==> config.mk <==
export PLATFORM = sky130hd
export DESIGN_NAME = img_loader_flat
export DESIGN_NICKNAME = d
export VERILOG_FILES = /design/src/rtl/img_loader_if.sv /design/src/rtl/img_loader.sv /design/src/flat_wrapper.sv
export SDC_FILE = /design/constraint.sdc
export NUM_CORES = 1
export LEC_CHECK = 0
export ABC_AREA = 1
export CAP_MARGIN = 20
export CELL_PAD_IN_SITES_DETAIL_PLACEMENT = 1
export CELL_PAD_IN_SITES_GLOBAL_PLACEMENT = 1
export CORE_ASPECT_RATIO = 1.75
export CORE_MARGIN = 1
export CORE_UTILIZATION = 42
export CTS_CLUSTER_DIAMETER = 50
export DETAILED_ROUTE_END_ITERATION = 8
export PLACE_DENSITY_LB_ADDON = 0.1
export SLEW_MARGIN = 40
export SYNTH_ARGS = -nofsm -noshare
export SYNTH_HDL_FRONTEND = slang
export SYNTH_SLANG_ARGS = --single-unit
==> constraint.sdc <==
create_clock -name clk -period 3.4 [get_ports clk]
set_clock_uncertainty 0.15 [all_clocks]
set_input_delay 0.68 -clock clk [delete_from_list [all_inputs] [get_ports clk]]
set_output_delay 0.68 -clock clk [all_outputs]
set_load 0.02 [all_outputs]
==> src/rtl/img_loader_if.sv <==
// Byte-in / pixel-write-out bundle between the UART receiver, img_loader and the image RAM.
// The slave side is the loader; the master side feeds bytes and observes the RAM writes.
interface img_loader_if;
    logic [7:0]  rx_data;
    logic        rx_valid;
    logic        we;
    logic [15:0] waddr;
    logic [15:0] wdata;
    logic        busy;
    logic        frame_done;
    logic        err;

    modport slave (
        input  rx_data, rx_valid,
        output we, waddr, wdata, busy, frame_done, err
    );

    modport master (
        output rx_data, rx_valid,
        input  we, waddr, wdata, busy, frame_done, err
    );
endinterface

==> src/rtl/img_loader.sv <==
// Frames a UART byte stream (AA 55 header) into RGB565 pixels written sequentially to image RAM.
// Optional idle-gap abort is enabled by defining IMG_LOADER_TIMEOUT_EN.
module img_loader #(
    parameter int PIXELS      = 40000,
    parameter int TIMEOUT_CYC = 1000000
) (
    input  logic         clk,
    input  logic         rst,
    img_loader_if.slave  bus
);
    typedef enum logic [1:0] {IDLE, SYNC2, HI, LO} state_t;

    localparam logic [15:0] LAST_PIX = 16'(PIXELS - 1);

    // Catch parameter values the 16-bit address and 24-bit gap counter cannot represent.
    if (PIXELS < 1 || PIXELS > 65536 || TIMEOUT_CYC < 1 || TIMEOUT_CYC > 16777216) begin : g_bad_cfg
        $error("img_loader: PIXELS or TIMEOUT_CYC out of range");
    end

    state_t      r_state;
    logic [7:0]  r_hi;
    logic [15:0] r_cnt;
    logic        r_we;
    logic [15:0] r_waddr;
    logic [15:0] r_wdata;
    logic        r_busy;
    logic        r_done;

`ifdef IMG_LOADER_TIMEOUT_EN
    localparam logic [23:0] GAP_LAST = 24'(TIMEOUT_CYC - 1);
    logic [23:0] r_gap;
    logic        r_err;
`endif

    always_ff @(posedge clk or posedge rst) begin
        if (rst) begin
            r_state <= IDLE;
            r_hi    <= '0;
            r_cnt   <= '0;
            r_we    <= 1'b0;
            r_waddr <= '0;
            r_wdata <= '0;
            r_busy  <= 1'b0;
            r_done  <= 1'b0;
`ifdef IMG_LOADER_TIMEOUT_EN
            r_gap   <= '0;
            r_err   <= 1'b0;
`endif
        end else begin
            r_we   <= 1'b0;
            r_done <= 1'b0;
            if (bus.rx_valid) begin
                case (r_state)
                    IDLE: begin
                        if (bus.rx_data == 8'hAA) r_state <= SYNC2;
                    end
                    SYNC2: begin
                        if (bus.rx_data == 8'h55) begin
                            r_state <= HI;
                            r_busy  <= 1'b1;
                            r_cnt   <= '0;
                        end else if (bus.rx_data != 8'hAA) begin
                            r_state <= IDLE;
                        end
                    end
                    HI: begin
                        r_hi    <= bus.rx_data;
                        r_state <= LO;
                    end
                    LO: begin
                        r_we    <= 1'b1;
                        r_waddr <= r_cnt;
                        r_wdata <= {r_hi, bus.rx_data};
                        r_cnt   <= r_cnt + 16'd1;
                        if (r_cnt == LAST_PIX) begin
                            r_done  <= 1'b1;
                            r_busy  <= 1'b0;
                            r_state <= IDLE;
                        end else begin
                            r_state <= HI;
                        end
                    end
                    default: r_state <= IDLE;
                endcase
            end
`ifdef IMG_LOADER_TIMEOUT_EN
            // Gap counter only runs mid-frame; a strobe on the limit cycle wins over the abort.
            r_err <= 1'b0;
            if (bus.rx_valid || !(r_state == HI || r_state == LO)) begin
                r_gap <= '0;
            end else if (r_gap == GAP_LAST) begin
                r_state <= IDLE;
                r_busy  <= 1'b0;
                r_err   <= 1'b1;
                r_gap   <= '0;
            end else begin
                r_gap <= r_gap + 24'd1;
            end
`endif
        end
    end

    assign bus.we         = r_we;
    assign bus.waddr      = r_waddr;
    assign bus.wdata      = r_wdata;
    assign bus.busy       = r_busy;
    assign bus.frame_done = r_done;
`ifdef IMG_LOADER_TIMEOUT_EN
    assign bus.err        = r_err;
`else
    assign bus.err        = 1'b0;
`endif
endmodule

==> src/flat_wrapper.sv <==
// flat-port wrapper written by rule: the top's interface ports become plain ports
module img_loader_flat 
#(
    parameter int PIXELS      = 40000,
    parameter int TIMEOUT_CYC = 1000000
)
  (clk, rst, bus_rx_data, bus_rx_valid, bus_we, bus_waddr, bus_wdata, bus_busy, bus_frame_done, bus_err);
  img_loader_if bus_i ();
  input  logic clk;
  input  logic rst;
  input wire logic [$bits(bus_i.rx_data)-1:0] bus_rx_data;
  input wire logic [$bits(bus_i.rx_valid)-1:0] bus_rx_valid;
  output wire logic [$bits(bus_i.we)-1:0] bus_we;
  output wire logic [$bits(bus_i.waddr)-1:0] bus_waddr;
  output wire logic [$bits(bus_i.wdata)-1:0] bus_wdata;
  output wire logic [$bits(bus_i.busy)-1:0] bus_busy;
  output wire logic [$bits(bus_i.frame_done)-1:0] bus_frame_done;
  output wire logic [$bits(bus_i.err)-1:0] bus_err;
  assign bus_i.rx_data = bus_rx_data;
  assign bus_i.rx_valid = bus_rx_valid;
  assign bus_we = bus_i.we;
  assign bus_waddr = bus_i.waddr;
  assign bus_wdata = bus_i.wdata;
  assign bus_busy = bus_i.busy;
  assign bus_frame_done = bus_i.frame_done;
  assign bus_err = bus_i.err;
  img_loader #(.PIXELS(PIXELS), .TIMEOUT_CYC(TIMEOUT_CYC)) u_core (.clk(clk), .rst(rst), .bus(bus_i));
endmodule
Word-level counts from Yosys, hierarchy flattened
Index checks and enable logic that the tools add are counted.
{"block": "op_classes", "n_addsub": 1, "reduce_logical": 7, "n_eq_ne": 11, "mux": 15}
{"operator": "$pmux 16 s2", "n": 1}
{"operator": "$add 16x1->16 const B", "n": 1}
{"operator": "$eq 16x16->1 const B", "n": 1}
{"operator": "$mux 16", "n": 1}
{"operator": "$eq 8x7->1 const B", "n": 1}
{"operator": "$eq 8x8->1 const B", "n": 1}
{"operator": "$mux 2", "n": 4}
{"operator": "$ne 8x8->1 const B", "n": 1}
{"operator": "$pmux 2 s4", "n": 1}
{"operator": "$mux 1", "n": 7}
{"operator": "$ne 2x1->1 const B", "n": 3}
{"operator": "$reduce_and 3->1", "n": 2}
{"operator": "$eq 2x2->1 const B", "n": 2}
{"operator": "$reduce_and 2->1", "n": 2}
{"operator": "$reduce_and 4->1", "n": 1}
{"operator": "$ne 3x1->1 const B", "n": 1}
{"operator": "$eq 2x1->1 const B", "n": 1}
{"operator": "$logic_not 2->1", "n": 1}
{"operator": "$pmux 1 s2", "n": 1}
{"operator": "$reduce_bool 2->1", "n": 1}
{"block": "word_totals", "elab_cells": 42, "register_bits": 61}

Logic depth before layout (Yosys ltp)
Gate-level depths: netlist (run 1).
{"block": "logic_depth", "word_depth": 4, "ltp_mapped": 9, "mapped_depth_nobuf": 9}

Worst setup path after synthesis (run 1)
OpenSTA, ideal clock, no wires.
{"block": "synth_timing", "kind": "input -> register", "startpoint": "input port bus_rx_data[7]", "endpoint": "register u_core.r_cnt[5]", "t_arrival_ps": 1503, "setup_slack_ps": 1629, "setup_ps": 118, "path_stages": 9, "cell_sequence": "inv_1 > nand2_1 > nor2_2 > nand2_2 > a21oi_4 > inv_4 > buf_6 > nand2_1 > o21ai_2"}
{"block": "synth_via", "elab_chain_cells": 3}
{"element": "start, declared", "line_no": "flat_wrapper.sv:11", "rtl": "input wire logic [$bits(bus_i.rx_data)-1:0] bus_rx_data;"}
{"element": "$eq 8x7->1", "line_no": "img_loader.sv:58", "rtl": "if (bus.rx_data == 8'h55) begin"}
{"element": "$ne 2x1->1 (no line)"}
{"element": "$reduce_and 3->1 (no line)"}
{"element": "end signal, assigned", "line_no": "img_loader.sv:74", "rtl": "r_cnt <= r_cnt + 16'd1;"}
{"element": "end, declared", "line_no": "img_loader.sv:22", "rtl": "logic [15:0] r_cnt;"}
No other way between the ends.
A chain may end at the register's enable or synchronous reset.

Worst setup path in the final report (run 1)
{"block": "layout_timing", "startpoint": "input port bus_rx_data[6]", "endpoint": "register u_core.r_cnt[14]"}
Same word-level chain as after synthesis.

==> results of run 1 <==
[worst min-delay path, delay by kind of cell (launching register included)]
kind	cells	cell delay (ns)
DFF	1	0.34
and+or+nand+nor	2	0.10
[final cells by class]
class,instances,area [um^2],area share
Multi-Input combinational cell,247,1120,0.305
Inverter,32,123,0.0333
Tap cell,82,103,0.0278
Timing Repair Buffer,49,484,0.131
Clock inverter,4,70.1,0.0190
Clock buffer,12,256,0.0696
Sequential cell,61,1530,0.414
[power by group through the flow]
stage | sequential (W) | combinational, W | clock [W]
after floorplan | 0.00128 | 0.000296 | 0
after global placement | 0.00108 | 0.000880 | 0
after detailed placement | 0.00109 | 0.000900 | 0
after CTS | 0.00108 | 0.000906 | 0.00102
after global routing | 0.00111 | 0.000973 | 0.00105
final | 0.00108 | 0.000891 | 0.000996
[cell families (layout without fill, tap and decap cells)]
logic type	Yosys count	after routing	share of synthesized area
other cells	1	1	0.00130
buf+inv	45	97	0.0791
flops	61	61	0.530
compound gates	52	52	0.103
simple gates	191	191	0.276
fa+ha+maj	1	1	0.00435
xor+xnor	2	2	0.00609
[metrics by stage]
| step | power, W | utilization | instance area, um^2 |
|---|---|---|---|
| 2_1_floorplan | 0.00157 | - | 2880 |
| 3_3_place_gp | 0.00196 | 0.510 | 3360 |
| 3_5_place_dp | 0.00199 | 0.510 | 3360 |
| 4_1_cts | 0.00300 | 0.559 | 3680 |
| 5_1_grt | 0.00313 | 0.560 | 3690 |
| 6_report | 0.00297 | 0.560 | 3690 |
[routing by layer]
| layer | share of wire | vias up |
|---|---|---|
| li1 | - | 1215 |
| met1 | 0.41 | 1203 |
| met2 | 0.54 | 41 |
| met3 | 0.031 | 10 |
| met4 | 0.023 | 0 |
| met5 | 0 | - |
[worst min-delay path by stage]
stage	end	slack [ns]	depth (start not counted)
3_5_place_dp	u_core.bus.wdata[13]	0.31	2
2_1_floorplan	u_core.bus.wdata[10]	0.30	2
4_1_cts	u_core.bus.wdata[13]	0.33	2
6_report	u_core.bus.wdata[13]	0.32	2
5_1_grt	u_core.bus.wdata[13]	0.35	2
3_3_place_gp	u_core.bus.wdata[11]	0.30	2
[placed cells by master, fill, tap and decap left out, drive strengths merged]
master,Yosys,layout
nor3,1,1
ha,1,1
clkbuf,0,12
or2,1,1
o21ai,51,51
conb,1,1
a21oi,1,1
nand4,7,7
nand3,26,26
clkinv,0,2
xor2,2,2
buf,13,4
nor2,29,29
clkdlybuf4s50,0,45
dfrtp,61,61
nand2,127,127
bufinv,0,2
inv,32,32
[sequential cells by signal, indices dropped and copies added, names as in the netlist]
register and cells:
u_core.bus.we 1, u_core.bus.busy 1, u_core.bus.waddr 16, u_core.bus.frame_done 1, u_core.r_cnt 16, u_core.r_state 2, u_core.r_hi 8, u_core.bus.wdata 16
==> run summary, run 1 <==
==================================================================================
Most frequent cell after synthesis                                    sky130_fd_sc_hd__nand2_1
Total DRC errors in the routed layout                                            0
Cell Pwr Density                                                       805 nW/um^2
Crit path depth                                                                  8
Destination of the critical timing path                               u_core.r_cnt[14]
Maximum number of pins on one net before global-route repair                    62
P_leak                                                                     1.67 nW
Layout Cells excl Fill                                                         487
Data arrival time of the critical path                                     2.21 ns
Routed via count                                                              2469
Insertion delay to the later sink of the worst-skew pair                   0.33 ns
Post-route clock period utilization                                          0.634
Slew headroom                                                                0.617
Async set or reset register ratio after synthesis                             1.00
Cell types with the highest counts after synthesis                    sky130_fd_sc_hd__nand2_1 (125), sky130_fd_sc_hd__dfrtp_1 (61), sky130_fd_sc_hd__inv_1 (28)
Antenna-violating nets left                                                      0
Number of enable-type register cells in the synthesized netlist                  0
Max H-tree Level                                                                 3
Cell Int Power                                                           0.00203 W
Worst hold path class                                                      reg2reg
Number of placement rows                                                        39
Max incr delay on CP                                                       0.53 ns
Sequence of cells on the critical path                                clkdlybuf4s50_1 -> nand2_1 -> nor2_2 -> nand2_2 -> a21oi_4 -> inv_4 -> nand2_1 -> o21ai_1
CP Launch Point                                                       bus_rx_data[6]
Max-cap violation count                                                          0
Count of TritonRoute iterations in the first routing pass                        4
Die width                                                                  64.6 um
Critical-path maximum fanout                                                    24
Total wirelength of the detailed-routed design                             7220 um
Critical path class                                                         in2reg
Clk buf depth                                                                    2
Sequential-to-total area share from yosys stat                               0.530
Worst vdd ir                                                              0.439 mV
Number of cells traversed by the worst register-to-register path                 7
First-pass GRT wire length                                                12000 um
Effective utilization at floorplan                                           0.437
Chip height                                                                 112 um
Most congested layer reported by global routing                               met2
IO Count                                                                        47
Post-layout net count                                                          412
Met2 track demand over resource in global routing                            0.380
Net switching share of the total power                                       0.317
Number of unique standard cell types used by synthesis                          23
Slowest-stage cell, CP                                                sky130_fd_sc_hd__clkdlybuf4s50_1
Cells after Synth                                                              353
Met3 track demand over resource in global routing                           0.0645
Number of buffers created by CTS                                                 9
Nets in the synthesized netlist                                                365
CTS resizes                                                                      0
Area enclosed by the die boundary                                        7200 um^2
Setup violators final                                                            0
TritonCTS sink count                                                            61
Worst Hold Launch                                                     u_core.bus.wdata[13]
Synthesis Warnings                                                               0
GPL Wtd Cong                                                                 0.789
Final hold violations                                                            0
Via count of the first global-routing pass                                    2508
Hold buffer count at CTS                                                         0
Worst path buffer plus inverter count                                            2
Clock-pin slew on the worst setup and hold paths                           0.06 ns
Average routed wire per standard cell                                      14.8 um
Number of cells after detailed placement                                       471
Grt ovf                                                                          0
Antenna violations before repair                                                 0
Signed area change from the synthesized netlist to the final layout          28.1%
Cell area after synthesis                                                2880 um^2
Switching power total                                                   0.000942 W
Critical Path Start Type                                              primary input
Fmax                                                                       464 MHz
Worst-case register-to-register setup slack                                1.48 ns
Iteration-0 DRC count of the detailed router                                    75
Std-Cell Core Area                                                       6590 um^2
Actual slew at the worst max-slew pin                                     0.574 ns
Layout fillers                                                                 793
Post-route worst hold slack                                               0.323 ns
Unrepaired setup endpoints after global routing                              false
Post-CTS Setup Bufs                                                              0
Cell repeated most along the worst path                               sky130_fd_sc_hd__nand2_1
Buffers added on ports                                                          45
GR Util All Layers                                                           0.224
Worst slack at placement                                                  0.952 ns
CP Capture Type                                                           register
Synth area leader                                                     sky130_fd_sc_hd__dfrtp_1
Commonest register cell after synthesis                               sky130_fd_sc_hd__dfrtp_1
HPWL after DPL                                                             5130 um
Minimum clock period                                                       2.16 ns
Part of the power in the clock network                                       0.336
Synth Register Bits                                                             61
Total Neg Setup Slack                                                         0 ns
Drt via density                                                               5.07
Fraction of layout instances using a drive strength above 1                 0.0988
Share of power burned in registers                                           0.364
WP data required                                                           3.45 ns
Top delay family on crit path                                         buffers and inverters
Launch instance of the worst register-to-register path                u_core.r_cnt[0]
End of the worst register-to-register path                            u_core.r_cnt[14]
Logic pwr share                                                              0.300
Area fraction of the dominant cell type after synthesis                      0.530
Cell chosen for the clock root                                        sky130_fd_sc_hd__clkbuf_16
Max Transition Viols Final                                                       0
Largest cells by area after synthesis                                 sky130_fd_sc_hd__dfrtp_1 (53%), sky130_fd_sc_hd__nand2_1 (16%), sky130_fd_sc_hd__nand3_1 (4.5%), sky130_fd_sc_hd__o21ai_1 (4.0%), sky130_fd_sc_hd__inv_1 (3.7%)
Run status                                                               completed
Clock tree from TritonCTS                                                    built
Post-layout worst setup margin                                             1.24 ns
Ant. Diodes                                                                      0
M1 GR Usage                                                                  0.258
Average size of a mapped cell                                            8.16 um^2
==================================================================================
No activity file was read; power rests on OpenSTA's default activity.
==> run 2: changes to the inputs <==
CORE_UTILIZATION = 39   (was 42)
clock period = 2.2 ns   (was 3.4 ns; I/O delays follow)
==> run summary, run 2 (synthesis gave the netlist of run 1 again) <==
==================================================================================
Run status                                                               completed
IO Count                                                                        47   unchanged
TritonCTS sink count                                                            61   unchanged
Post-CTS Setup Bufs                                                              0   unchanged
Die width                                                                  67.0 um   +3.7%
Total DRC errors in the routed layout                                            0   unchanged
Buffers added on ports                                                          45   unchanged
Launch instance of the worst register-to-register path                u_core.r_cnt[0]
Slew headroom                                                                0.645   +0.0280
Actual slew at the worst max-slew pin                                     0.532 ns   -0.0426 ns
Max incr delay on CP                                                       0.62 ns   +0.09 ns
Highest-count cells in the layout ignoring fill and taps              sky130_fd_sc_hd__nand2_1 (125), sky130_fd_sc_hd__dfrtp_1 (61), sky130_fd_sc_hd__clkdlybuf4s50_1 (45), sky130_fd_sc_hd__inv_1 (27), sky130_fd_sc_hd__nand3_1 (26)
Commonest non-fill, non-tap cell in the layout                        sky130_fd_sc_hd__nand2_1
Max H-tree Level                                                                 3   unchanged
Worst-case register-to-register setup slack                                0.43 ns   -1.05 ns
Cell chosen for the clock root                                        sky130_fd_sc_hd__clkbuf_16
Layout fillers                                                                 890   +12%
Insertion delay to the later sink of the worst-skew pair                   0.33 ns   about the same
Setup violators final                                                            0   unchanged
Worst path buffer plus inverter count                                            1   -1
P_leak                                                                     1.68 nW   +0.83%
Antenna-violating nets left                                                      0   unchanged
Sequence of cells on the critical path                                clkdlybuf4s50_1
Via count of the first global-routing pass                                    2604   +3.8%
Worst hold path class                                                     in2async
Number of buffers created by CTS                                                 9   unchanged
Unrepaired setup endpoints after global routing                              false
Top delay family on crit path                                         buffers and inverters
Post-route clock period utilization                                          0.869
Final hold violations                                                            0   unchanged
Fraction of layout instances using a drive strength above 1                  0.100   +0.00123
Std-Cell Core Area                                                       7180 um^2   +9.0%
Slowest-stage cell, CP                                                sky130_fd_sc_hd__clkdlybuf4s50_1
GR Util All Layers                                                           0.222   -0.00158
Total Neg Setup Slack                                                         0 ns   unchanged
Final non-filler cell area                                               3720 um^2   +1.0%
Average routed wire per standard cell                                      15.0 um   +0.96%
GPL Wtd Cong                                                                 0.845   +7.1%
Clk buf depth                                                                    2   unchanged
Total wirelength of the detailed-routed design                             7430 um   +2.8%
HPWL after DPL                                                             5490 um   +6.9%
Drt via density                                                               4.99   -1.5%
Hold buffer count at CTS                                                         0   unchanged
Minimum clock period                                                       1.91 ns
Effective utilization at floorplan                                           0.401   -0.0362
Post-layout net count                                                          417   +1.2%
CP Capture Type                                                        output port
Maximum number of pins on one net before global-route repair                    42   -32%
Clock-pin slew on the worst setup and hold paths                           0.05 ns   about the same
Signed area change from the synthesized netlist to the final layout          29.4%
Cell area reported after detailed placement                              3440 um^2   +2.4%
Cell Pwr Density                                                      1200 nW/um^2   +49%
End of the worst register-to-register path                            u_core.r_cnt[14]
Count of TritonRoute iterations in the first routing pass                        4   unchanged
WP data required                                                           1.61 ns   -1.84 ns
Fmax                                                                       523 MHz
Iteration-0 DRC count of the detailed router                                   135   +80%
First-pass GRT wire length                                                12500 um   +4.0%
Ant. Diodes                                                                      0   unchanged
Chip height                                                                 116 um   +3.7%
Worst vdd ir                                                              0.460 mV   +4.9%
Area enclosed by the die boundary                                        7740 um^2   +7.5%
Critical path class                                                        reg2out
Clock tree from TritonCTS                                                    built
CTS resizes                                                                      0   unchanged
Max Transition Viols Final                                                       0   unchanged
Data arrival time of the critical path                                     1.32 ns   -0.89 ns
Number of cells traversed by the worst register-to-register path                 7   unchanged
Routed via count                                                              2477   +0.32%
Grt ovf                                                                          0   unchanged
Max-cap violation count                                                          0   unchanged
Critical-path maximum fanout                                                     2   -92%
Critical Path Start Type                                                  register
Number of placement rows                                                        41   +5.1%
Antenna violations before repair                                                 0   unchanged
==================================================================================
==> run 2: cell count changes in the layout (fill, tap and decap cells not counted), moves of 2 or more <==
cell	previous run	this run
sky130_fd_sc_hd__clkbuf_1	1	5
sky130_fd_sc_hd__buf_12	0	3
sky130_fd_sc_hd__buf_4	3	6
sky130_fd_sc_hd__clkinv_2	2	0
==> run 2: stage by stage <==
stage / hold slack [ns] / worst slack, ns / total power, W / utilization / cells
2_1_floorplan: 0.299 / 0.0970 / 0.00243 / - / 353
3_3_place_gp: 0.303 / 0.188 / 0.00306 / 0.479 / 480
3_5_place_dp: 0.308 / 0.122 / 0.00311 / 0.479 / 480
4_1_cts: 0.303 / 0.276 / 0.00452 / 0.519 / 496
5_1_grt: 0.347 / 0.247 / 0.00473 / 0.519 / 496
6_report: 0.296 / 0.288 / 0.00445 / 0.519 / 496
==> run 2: area by class of cell <==
cell class,instances,area [um^2],share of cell area
Clock buffer,15,258,0.0692
Sequential cell,61,1530,0.410
Timing Repair Buffer,54,556,0.149
Clock inverter,1,30.0,0.00806
Inverter,32,123,0.0329
Tap cell,86,108,0.0289
Multi-Input combinational cell,247,1120,0.302
==> run 2: worst max path at each step <==
stage	from	endpoint	slack [ns]	depth (start not counted)
after global routing	u_core.bus.waddr[8]	bus_waddr[8]	0.25	1
after CTS	u_core.bus.busy	bus_busy	0.28	1
after global placement	bus_rx_data[1]	u_core.r_cnt[9]	0.19	9
after detailed placement	bus_rx_data[2]	u_core.r_cnt[5]	0.12	8
after floorplan	rst	u_core.bus.busy	0.1	1
final	u_core.bus.waddr[8]	bus_waddr[8]	0.29	1
==> run 2: per-layer routing <==
metal,vias to the layer above,GRT usage,routed length [um]
met2,37,0.397,4150
met5,-,0,0
met3,12,0.0512,221
met1,1200,0.238,2890
li1,1228,-,-
met4,0,0.112,171
==> run 2: report_power, final <==
part	switching [W]	internal (W)	leakage, nW
combinational	0.000769	0.000637	0.732
clock	0.000471	0.000908	0.138
sequential	0.000203	0.00146	0.810
total	0.00144	0.00301	1.68
